--- src/rtl/branch_resolve_unit_pkg.sv ---
// Shared types and helpers for the branch resolve unit and its prediction queue.
package branch_resolve_unit_pkg;

  localparam int PC_WIDTH    = 64;
  localparam int BHT_LOWER   = 5;
  localparam int INSTR_BYTES = 4;

  typedef enum logic {
    NORMAL  = 1'b0,
    RECOVER = 1'b1
  } state_e;

  // One in-flight prediction as captured at fetch.
  typedef struct packed {
    logic [PC_WIDTH-1:0] pc;
    logic                pred;
    logic [PC_WIDTH-1:0] target;
  } pred_entry_t;

  // BHT index of a word-aligned PC.
  function automatic logic [BHT_LOWER-1:0] bht_index(input logic [PC_WIDTH-1:0] pc);
    return pc[BHT_LOWER+1:2];
  endfunction

endpackage

--- src/rtl/branch_resolve_unit_fifo.sv ---
// In-order circular queue of fetch predictions (module bru_pred_fifo).
// clear wins over push; push/pop at the same time leave the count unchanged.
module bru_pred_fifo
  import branch_resolve_unit_pkg::*;
#(
  parameter int DEPTH = 4
) (
  input  logic        clk,
  input  logic        arst_n,
  input  logic        push,
  input  pred_entry_t wr_data,
  input  logic        pop,
  input  logic        clear,
  output pred_entry_t rd_data,
  output logic        full,
  output logic        empty
);

  localparam int PTR_W = $clog2(DEPTH);
  localparam int CNT_W = PTR_W + 1;

  pred_entry_t mem_q [DEPTH];
  logic [PTR_W-1:0] wr_ptr_q, wr_ptr_d;
  logic [PTR_W-1:0] rd_ptr_q, rd_ptr_d;
  logic [CNT_W-1:0] count_q, count_d;
  logic push_eff, pop_eff;

  assign full    = (count_q == CNT_W'(DEPTH));
  assign empty   = (count_q == '0);
  assign rd_data = mem_q[rd_ptr_q];

  // A push into a full queue only fits if the head leaves in the same cycle.
  assign push_eff = push & (~full | pop);
  assign pop_eff  = pop & ~empty;

  // Next pointer and occupancy values.
  always_comb begin
    wr_ptr_d = wr_ptr_q;
    rd_ptr_d = rd_ptr_q;
    count_d  = count_q;
    if (clear) begin
      wr_ptr_d = '0;
      rd_ptr_d = '0;
      count_d  = '0;
    end else begin
      if (push_eff) wr_ptr_d = wr_ptr_q + PTR_W'(1);
      if (pop_eff)  rd_ptr_d = rd_ptr_q + PTR_W'(1);
      count_d = count_q + CNT_W'(push_eff) - CNT_W'(pop_eff);
    end
  end

  // Pointer and count registers.
  always_ff @(posedge clk or negedge arst_n) begin
    if (!arst_n) begin
      wr_ptr_q <= '0;
      rd_ptr_q <= '0;
      count_q  <= '0;
    end else begin
      wr_ptr_q <= wr_ptr_d;
      rd_ptr_q <= rd_ptr_d;
      count_q  <= count_d;
    end
  end

  // Entry storage; stale contents are never read because count gates the head.
  always_ff @(posedge clk) begin
    if (push_eff && !clear) mem_q[wr_ptr_q] <= wr_data;
  end

endmodule

--- src/rtl/branch_resolve_unit.sv ---
// Checks each fetch prediction against the EX outcome, drives the BHT update
// port, and on a wrong prediction flushes the pipe and redirects fetch.
module branch_resolve_unit
  import branch_resolve_unit_pkg::*;
#(
  parameter int LOWER = BHT_LOWER,
  parameter int PC_W  = PC_WIDTH,
  parameter int DEPTH = 4
) (
  input  logic             clk,
  input  logic             arst_n,
  input  logic             fetch_valid,
  input  logic [PC_W-1:0]  fetch_pc,
  input  logic             fetch_pred,
  input  logic [PC_W-1:0]  fetch_target,
  output logic             q_full,
  input  logic             ex_valid,
  input  logic             ex_taken,
  input  logic             ex_jump,
  input  logic [PC_W-1:0]  ex_target,
  output logic             bht_en,
  output logic [LOWER-1:0] bht_write_addr,
  output logic             bht_was_taken,
  output logic             bht_jumped,
  output logic             flush,
  output logic [PC_W-1:0]  redirect_pc,
  output logic [15:0]      mispredict_cnt,
  output logic             underflow_err,
  output state_e           dbg_state
);

  // Handshake: fetch offers an entry with fetch_valid and it is taken in that
  // cycle when q_full = 0 (or when the head pops in the same cycle) and no
  // recovery is in progress; otherwise fetch holds it. ex_valid always refers
  // to the oldest queued entry and is accepted in the same cycle.

  state_e           state_q, state_d;
  logic             bht_en_q, bht_en_d;
  logic [LOWER-1:0] bht_write_addr_q, bht_write_addr_d;
  logic             bht_was_taken_q, bht_was_taken_d;
  logic             bht_jumped_q, bht_jumped_d;
  logic             flush_q, flush_d;
  logic [PC_W-1:0]  redirect_pc_q, redirect_pc_d;
  logic [15:0]      mispredict_cnt_q, mispredict_cnt_d;
  logic             underflow_err_q, underflow_err_d;

  pred_entry_t head, new_entry;
  logic        empty, in_normal, pop, push, actual, mispredict_now;

  assign in_normal = (state_q == NORMAL);
  assign pop       = in_normal & ex_valid & ~empty;
  assign actual    = ex_taken | ex_jump;
  assign mispredict_now = pop & ((head.pred != actual) |
                                 (head.pred & actual & (head.target != ex_target)));
  assign push      = in_normal & fetch_valid & ~mispredict_now & (~q_full | pop);
  assign new_entry = '{pc: fetch_pc, pred: fetch_pred, target: fetch_target};

  bru_pred_fifo #(.DEPTH(DEPTH)) u_fifo (
    .clk     (clk),
    .arst_n  (arst_n),
    .push    (push),
    .wr_data (new_entry),
    .pop     (pop),
    .clear   (mispredict_now),
    .rd_data (head),
    .full    (q_full),
    .empty   (empty)
  );

  // Resolution results, recovery FSM and counters for the next cycle.
  always_comb begin
    state_d          = state_q;
    bht_en_d         = 1'b0;
    bht_write_addr_d = bht_write_addr_q;
    bht_was_taken_d  = bht_was_taken_q;
    bht_jumped_d     = bht_jumped_q;
    flush_d          = 1'b0;
    redirect_pc_d    = redirect_pc_q;
    mispredict_cnt_d = mispredict_cnt_q;
    underflow_err_d  = underflow_err_q | (in_normal & ex_valid & empty);
    case (state_q)
      NORMAL: begin
        if (pop) begin
          bht_en_d         = 1'b1;
          bht_write_addr_d = bht_index(head.pc);
          bht_was_taken_d  = ex_taken;
          bht_jumped_d     = ex_jump;
        end
        if (mispredict_now) begin
          state_d       = RECOVER;
          flush_d       = 1'b1;
          redirect_pc_d = actual ? ex_target : head.pc + PC_W'(INSTR_BYTES);
          if (mispredict_cnt_q != 16'hFFFF) mispredict_cnt_d = mispredict_cnt_q + 16'd1;
        end
      end
      RECOVER: state_d = NORMAL;
      default: state_d = NORMAL;
    endcase
  end

  // Registered outputs and FSM state.
  always_ff @(posedge clk or negedge arst_n) begin
    if (!arst_n) begin
      state_q          <= NORMAL;
      bht_en_q         <= 1'b0;
      bht_write_addr_q <= '0;
      bht_was_taken_q  <= 1'b0;
      bht_jumped_q     <= 1'b0;
      flush_q          <= 1'b0;
      redirect_pc_q    <= '0;
      mispredict_cnt_q <= '0;
      underflow_err_q  <= 1'b0;
    end else begin
      state_q          <= state_d;
      bht_en_q         <= bht_en_d;
      bht_write_addr_q <= bht_write_addr_d;
      bht_was_taken_q  <= bht_was_taken_d;
      bht_jumped_q     <= bht_jumped_d;
      flush_q          <= flush_d;
      redirect_pc_q    <= redirect_pc_d;
      mispredict_cnt_q <= mispredict_cnt_d;
      underflow_err_q  <= underflow_err_d;
    end
  end

  assign bht_en         = bht_en_q;
  assign bht_write_addr = bht_write_addr_q;
  assign bht_was_taken  = bht_was_taken_q;
  assign bht_jumped     = bht_jumped_q;
  assign flush          = flush_q;
  assign redirect_pc    = redirect_pc_q;
  assign mispredict_cnt = mispredict_cnt_q;
  assign underflow_err  = underflow_err_q;
  assign dbg_state      = state_q;

endmodule

--- config.mk ---
export PLATFORM = sky130hd
export DESIGN_NAME = branch_resolve_unit
export DESIGN_NICKNAME = d
export VERILOG_FILES = /design/src/rtl/branch_resolve_unit_pkg.sv /design/src/rtl/branch_resolve_unit_fifo.sv /design/src/rtl/branch_resolve_unit.sv
export SDC_FILE = /design/constraint.sdc
export NUM_CORES = 1
export LEC_CHECK = 0
export BUFFER_PORTS_ARGS = -buffer_cell sky130_fd_sc_hd__buf_2
export CORE_MARGIN = 5
export CORE_UTILIZATION = 45
export CTS_BUF_LIST = sky130_fd_sc_hd__clkbuf_4 sky130_fd_sc_hd__clkbuf_8
export CTS_CLUSTER_SIZE = 16
export DETAILED_ROUTE_END_ITERATION = 8
export MAX_ROUTING_LAYER = met4
export PLACE_DENSITY = 0.74
export SLEW_MARGIN = 20
export SYNTH_ARGS = -nofsm -noshare
export SYNTH_HDL_FRONTEND = slang
export SYNTH_SLANG_ARGS = --single-unit
--- constraint.sdc ---
create_clock -name clk -period 6.1 [get_ports clk]
set_input_delay 1.22 -clock clk [delete_from_list [all_inputs] [get_ports clk]]
set_output_delay 1.22 -clock clk [all_outputs]
set_load 0.02 [all_outputs]
After elaboration in Yosys (flattened, before gate mapping)
Memories as Yosys holds them, arrays and structs flattened.
Cells that the tools add are included.
{"block": "op_classes", "multipliers": 0, "bitwise_logic": 19, "n_mux": 13, "div": 0, "n_reduce_logical": 8, "n_addsub": 6, "magnitude_cmp": 0, "n_eq_ne": 4, "shifts": 0}
{"op": "64-bit by 3-bit adder with 64-bit output (second input constant)", "n": 1}
{"op": "64-bit 2-to-1 mux", "n": 1}
{"op": "64-bit inequality test", "n": 1}
{"op": "16-bit by 1-bit adder with 16-bit output (second input constant)", "n": 1}
{"op": "16-bit inequality test (second input constant)", "n": 1}
{"op": "1-bit bitwise AND", "n": 11}
{"op": "2-bit 2-to-1 mux", "n": 4}
{"op": "1-bit 2-to-1 mux", "n": 6}
{"op": "2-bit by 1-bit adder with 2-bit output (second input constant)", "n": 2}
{"op": "1-bit inverter", "n": 4}
{"op": "1-bit bitwise OR", "n": 4}
{"op": "2-bit AND reduction", "n": 2}
{"op": "2-bit nonzero test", "n": 2}
{"op": "3-bit by 1-bit adder with 3-bit output", "n": 1}
{"op": "3-bit == test (second input constant)", "n": 1}
{"op": "3-bit logical NOT", "n": 1}
{"op": "3-bit 2-to-1 mux", "n": 1}
{"op": "3-bit AND reduction", "n": 1}
{"op": "3-bit by 1-bit subtractor with 3-bit output", "n": 1}
{"op": "1-bit one-hot mux with 2 select lines", "n": 1}
{"op": "1-bit logical AND", "n": 1}
{"op": "1-bit logical NOT", "n": 1}
{"op": "1-bit inequality test", "n": 1}
{"block": "word_totals", "latchBits": 0, "regBits": 98, "out_inout_bits": 92, "romBits": 0, "memories": 1, "elab_cells": 63, "ram_bits": 516}
{"memory": "u_fifo.mem_q", "depth": 4, "width": 129, "rd": 1, "rd_clocked_by_memory_dff": 0, "wr": 1, "line": "branch_resolve_unit_fifo.sv:22", "rtl": "pred_entry_t mem_q [DEPTH];"}

Depth between registers and ports, before layout
{"block": "depth", "depth_word": 12, "ltp_mapped": 18}

By module
From an unflattened synthesis, not the netlist that was laid out.
{"block": "unflattened", "cells_unflattened": 1424, "hier_area_um2": 25335.5}
{"module": "bru_pred_fifo", "area_each_um2": 19098.3, "seq_area_each_um2": 15670.0, "cells_each": 723, "instances": 1}
{"module": "branch_resolve_unit", "area_each_um2": 6237.2, "seq_area_each_um2": 2252.2, "cells_each": 701, "instances": 1}

Worst setup path after synthesis
OpenSTA, ideal clock, no wires.
{"block": "synth_timing", "kind": "in2reg", "startpoint": "input ex_jump", "endpoint": "memory u_fifo.mem_q[0][0] (netlist bit), enable pin", "path_stages": 9, "setup_time_ns": 0.504, "arrival_time_ns": 5.817, "path_buffers": 3, "path_slack_ns": -0.221, "path_cell_list": "nor2_1 > inv_1 > clkbuf_1 > ha_1 > and2_1 > a31oi_4 > buf_6 > buf_2 > and3_1"}
{"block": "synth_via", "elab_chain_cells": 12, "word_cells_on_any_way": 14}
{"element": "start, declared", "line": "branch_resolve_unit.sv:19", "rtl": "input logic ex_jump,"}
{"element": "1-bit bitwise OR *", "line": "branch_resolve_unit.sv:52", "rtl": "assign actual = ex_taken | ex_jump;"}
{"element": "1-bit bitwise AND (2 in series)", "line": "branch_resolve_unit.sv:54", "rtl": "(head.pred & actual & (head.target != ex_target)));"}
{"element": "1-bit bitwise OR *", "line": "branch_resolve_unit.sv:53", "rtl": "assign mispredict_now = pop & ((head.pred != actual) |"}
{"element": "1-bit bitwise AND *", "line": "branch_resolve_unit.sv:53"}
{"element": "1-bit inverter", "line": "branch_resolve_unit.sv:55", "rtl": "assign push = in_normal & fetch_valid & ~mispredict_now & (~q_full | pop);"}
{"element": "1-bit bitwise AND (2 in series)", "line": "branch_resolve_unit.sv:55"}
{"element": "1-bit bitwise AND", "line": "branch_resolve_unit_fifo.sv:33", "rtl": "assign push_eff = push & (~full | pop);"}
{"element": "1-bit logical AND *", "line": "branch_resolve_unit_fifo.sv:67", "rtl": "if (push_eff && !clear) mem_q[wr_ptr_q] <= wr_data;"}
{"element": "1-bit 2-to-1 mux *", "line": "branch_resolve_unit_fifo.sv:67"}
{"element": "1-bit 2-to-1 mux (not written as such) *", "line": "branch_resolve_unit_fifo.sv:67"}
{"element": "end, declared", "line": "branch_resolve_unit_fifo.sv:22"}
Every way passes the cells marked *; elsewhere a longest branch is shown, timed or not.

Final worst setup path
{"block": "layout_timing", "startpoint": "register u_fifo.rd_ptr_q[0]", "endpoint": "memory u_fifo.mem_q[1][109] (netlist bit), enable pin"}
{"block": "layout_via", "elab_chain_cells": 12, "word_cells_on_any_way": 15}
{"element": "start, declared", "line": "branch_resolve_unit_fifo.sv:24", "rtl": "logic [PTR_W-1:0] rd_ptr_q, rd_ptr_d;"}
{"element": "start signal, assigned", "line": "branch_resolve_unit_fifo.sv:60", "rtl": "rd_ptr_q <= rd_ptr_d;"}
{"element": "memory 4 x 129 bit *"}
{"element": "64-bit inequality test / 1-bit bitwise AND (equally long branches)", "line": "branch_resolve_unit.sv:54"}
{"element": "1-bit bitwise AND", "line": "branch_resolve_unit.sv:54"}
{"element": "1-bit bitwise OR *", "line": "branch_resolve_unit.sv:53"}
{"element": "1-bit bitwise AND *", "line": "branch_resolve_unit.sv:53"}
{"element": "1-bit inverter", "line": "branch_resolve_unit.sv:55"}
{"element": "1-bit bitwise AND (2 in series)", "line": "branch_resolve_unit.sv:55"}
{"element": "1-bit bitwise AND", "line": "branch_resolve_unit_fifo.sv:33"}
{"element": "1-bit logical AND *", "line": "branch_resolve_unit_fifo.sv:67"}
{"element": "1-bit 2-to-1 mux *", "line": "branch_resolve_unit_fifo.sv:67"}
{"element": "1-bit 2-to-1 mux (not written as such) *", "line": "branch_resolve_unit_fifo.sv:67"}
Marks and branches as above.

==> run metrics <==
run status=complete, no violations; Async SR Flop Fraction=15.8%; post_cts resized=0; Post-Syn Nets=1,608; IO Count=291; worst-case clock buffer depth=3; synth cell count leaders=edfxtp_1, mux4_2, dfrtp_1, xnor2_1, nand2_1; Comb pwr share=30.5%; Syn Inst Count=1,399; Synth top area share=61.7%; Crit Path Max Fanout=49; TritonCTS clock tree=yes; die width=246 µm; Post-Route WL=66,300 µm; met3 Usage GRT=6.65%; Final Skew=0.0298 ns; Top FF cell, synth=edfxtp_1; drt pass-1 iters=5; grt met1 use=29.6%; crit path DAT=5.12 ns; Synth Register Bits=613; top area cells in the synthesized netlist=edfxtp_1, mux4_2, dfrtp_1, xnor2_1, xor2_1; Final setup viols=0; Worst-path clk slew=0.06 ns; largest net degree at the start of global routing=88; Skew-Pair Late Insertion Delay=0.68 ns; Worst Max-Slew Pin Slew=1.07 ns; Slew Limit Headroom=28.3%; die area=60,600 µm²; hpwl dp=46,800 µm; final worst setup slack=1.33 ns; Tcrit/Tclk final=78.3%; final setup TNS=0 ns; P_sw=4390 µW; cts hold-fix bufs=0; first-pass GRT wire length=95,700 µm; total grt overflow=0; layout cells sized above 1=34.2%; P_leak=0.0104 µW; Clk network pwr share=25.9%; post-synthesis sequential area ratio=71.3%; Inserted Clock Buffers=94; startpoint types=flip-flop; nature of the critical path endpoint=flip-flop; Setup CP Type=reg2reg; htree depth=3; Die Ht=246 µm; Worst Path Required=6.45 ns; worst slack, placed=1.25 ns; final hold vios=0; FMAX=0.209 GHz; RSZ-0062 raised after global routing=no; # Max-Cap Violations=0; VDD IR max=0.000249 V; cell with the most instances after synthesis=edfxtp_1; gr usage total=22.3%; # rows=86; drt initial violations=1,189; Remaining DRCs=0; worst hold slack=0.464 ns; RD Place Congestion=0.823; Mapped Avg Cell Area=18.0 µm²; minimum clock period=4.77 ns; Core Area=55,200 µm²; Setup Fix Bufs, Post-CTS=0; Switching Share=32.8%; initial core utilization=45.5%; HP Class=reg2reg; Total Power=13,400 µW; routed vias=14,500; number of synthesized flops with an enable pin=516; pwr dens=454 nW/µm²; wire per inst=25.5 µm; reg2reg setup slack=1.33 ns; Synth-to-Final Area Change=17.4%; fin nets=1,960; synth warn=0; CTS Root Cell=clkbuf_8; sequential power share=43.6%; initial antenna violation count=33; Syn Std Cell Area=25,100 µm²; final core occ=53.4%; Cell variety after synth=50; met2 Use GR=33.0%; most area-hungry cell type in the Yosys netlist=edfxtp_1; Buffers on Ports=290; Int Pwr=9000 µW; Final ANT Viol Nets=0; vias per std cell=5.55; Pins Over Slew Limit=0; busiest grt layer=met2; number of global-route vias before repair=14,400; # clock sinks=613
==> power groups by stage <==
stage                     clock network [µW]  registers (µW)  logic (µW)
final                                   3460            5840        4080
after global routing                    3750            5910        4390
after CTS                               3540            5840        4120
after detailed placement                   0            5920        4110
after global placement                     0            5880        4050
after floorplan                            0            6080        2630
==> kinds of logic (layout without fill, tap and decap cells) <==
group,count (synthesis),count (layout),share of synthesized area [%]
multiplexers,168,168,13.3
XOR/XNOR,137,137,4.78
other,0,28,0
adder cells (fa/ha/maj),10,10,0.528
buffers and inverters,80,510,1.92
AO/OA/AOI/OAI,105,105,2.59
AND/OR/NAND/NOR,286,286,5.56
flip-flops,613,613,71.3
==> state kept, by name, indices dropped and copies added, names as in the netlist <==
name / cells
u_fifo.mem_q: 516
redirect_pc: 64
mispredict_cnt: 16
bht_write_addr: 5
u_fifo.count_q: 3
u_fifo.rd_ptr_q: 2
u_fifo.wr_ptr_q: 2
bht_en: 1
bht_jumped: 1
bht_was_taken: 1
flush: 1
underflow_err: 1
==> path summary, 6_finish.rpt <==
path | from | depth (start not counted) | to
max in group asynchronous | arst_n | 2 | u_fifo.rd_ptr_q[0]
worst max register to register | u_fifo.rd_ptr_q[0] | 10 | u_fifo.mem_q[1][109]
worst min-delay path | underflow_err | 1 | underflow_err
worst min register to register | underflow_err | 1 | underflow_err
min in group asynchronous | arst_n | 1 | mispredict_cnt[4]
worst max-delay path | u_fifo.rd_ptr_q[0] | 10 | u_fifo.mem_q[1][109]
==> metal layers <==
metal  up-vias  share of wire [%]
met5         -                  0
met4         0                3.0
met3       113                9.9
met2       747                 47
met1      7344                 40
li1       6252                  -
==> critical path, stage by stage, from the launching register on <==
cell,delay [ns]
dfrtp_4,0.88
buf_12,0.43
mux4_2,0.59
xnor2_1,0.28
nand4_1,0.14
nor4_1,0.37
nand4_1,0.20
a31oi_4,0.27
buf_4,0.31
and3_4,0.57
buf_12,0.32
==> layout make-up <==
type	count	area, µm²
tap	748	936
multi-input combinational	706	6750
antenna	28	70.1
timing repair buffer	317	1780
clock inverter	39	272
fill	4324	25700
inverter	19	71.3
clock buffer	135	1680
sequential	613	17900
==> cells in the final DEF (no fill, tap or decap), types with 10 or more instances in the layout <==
cell type  netlist  routed
edfxtp_1       516     516
buf_2           23     289
mux4_2         122     122
clkbuf_8         0     106
dfrtp_1         97      95
xnor2_1         85      85
nand2_1         82      82
nor2_1          65      64
xor2_1          52      52
o21ai_0         45      45
nand4_1         33      33
mux2i_1         29      29
clkbuf_4         0      29
diode_2          0      28
nor3_1          27      26
nand3_1         24      24
inv_1           18      18
buf_4            6      18
a21o_1          17      17
a21oi_1         16      16
a211oi_1        16      16
clkinv_1         0      15
nor4_1          14      14
clkinv_2         0      13
buf_12           3      10
==> metrics by stage <==
stage,cell area (µm²),instances
2_1_floorplan,25100,1399
3_3_place_gp,27500,2403
3_5_place_dp,27500,2403
4_1_cts,29400,2577
5_1_grt,29500,2602
6_report,29500,2605
Power figures use the tool's default switching activity.
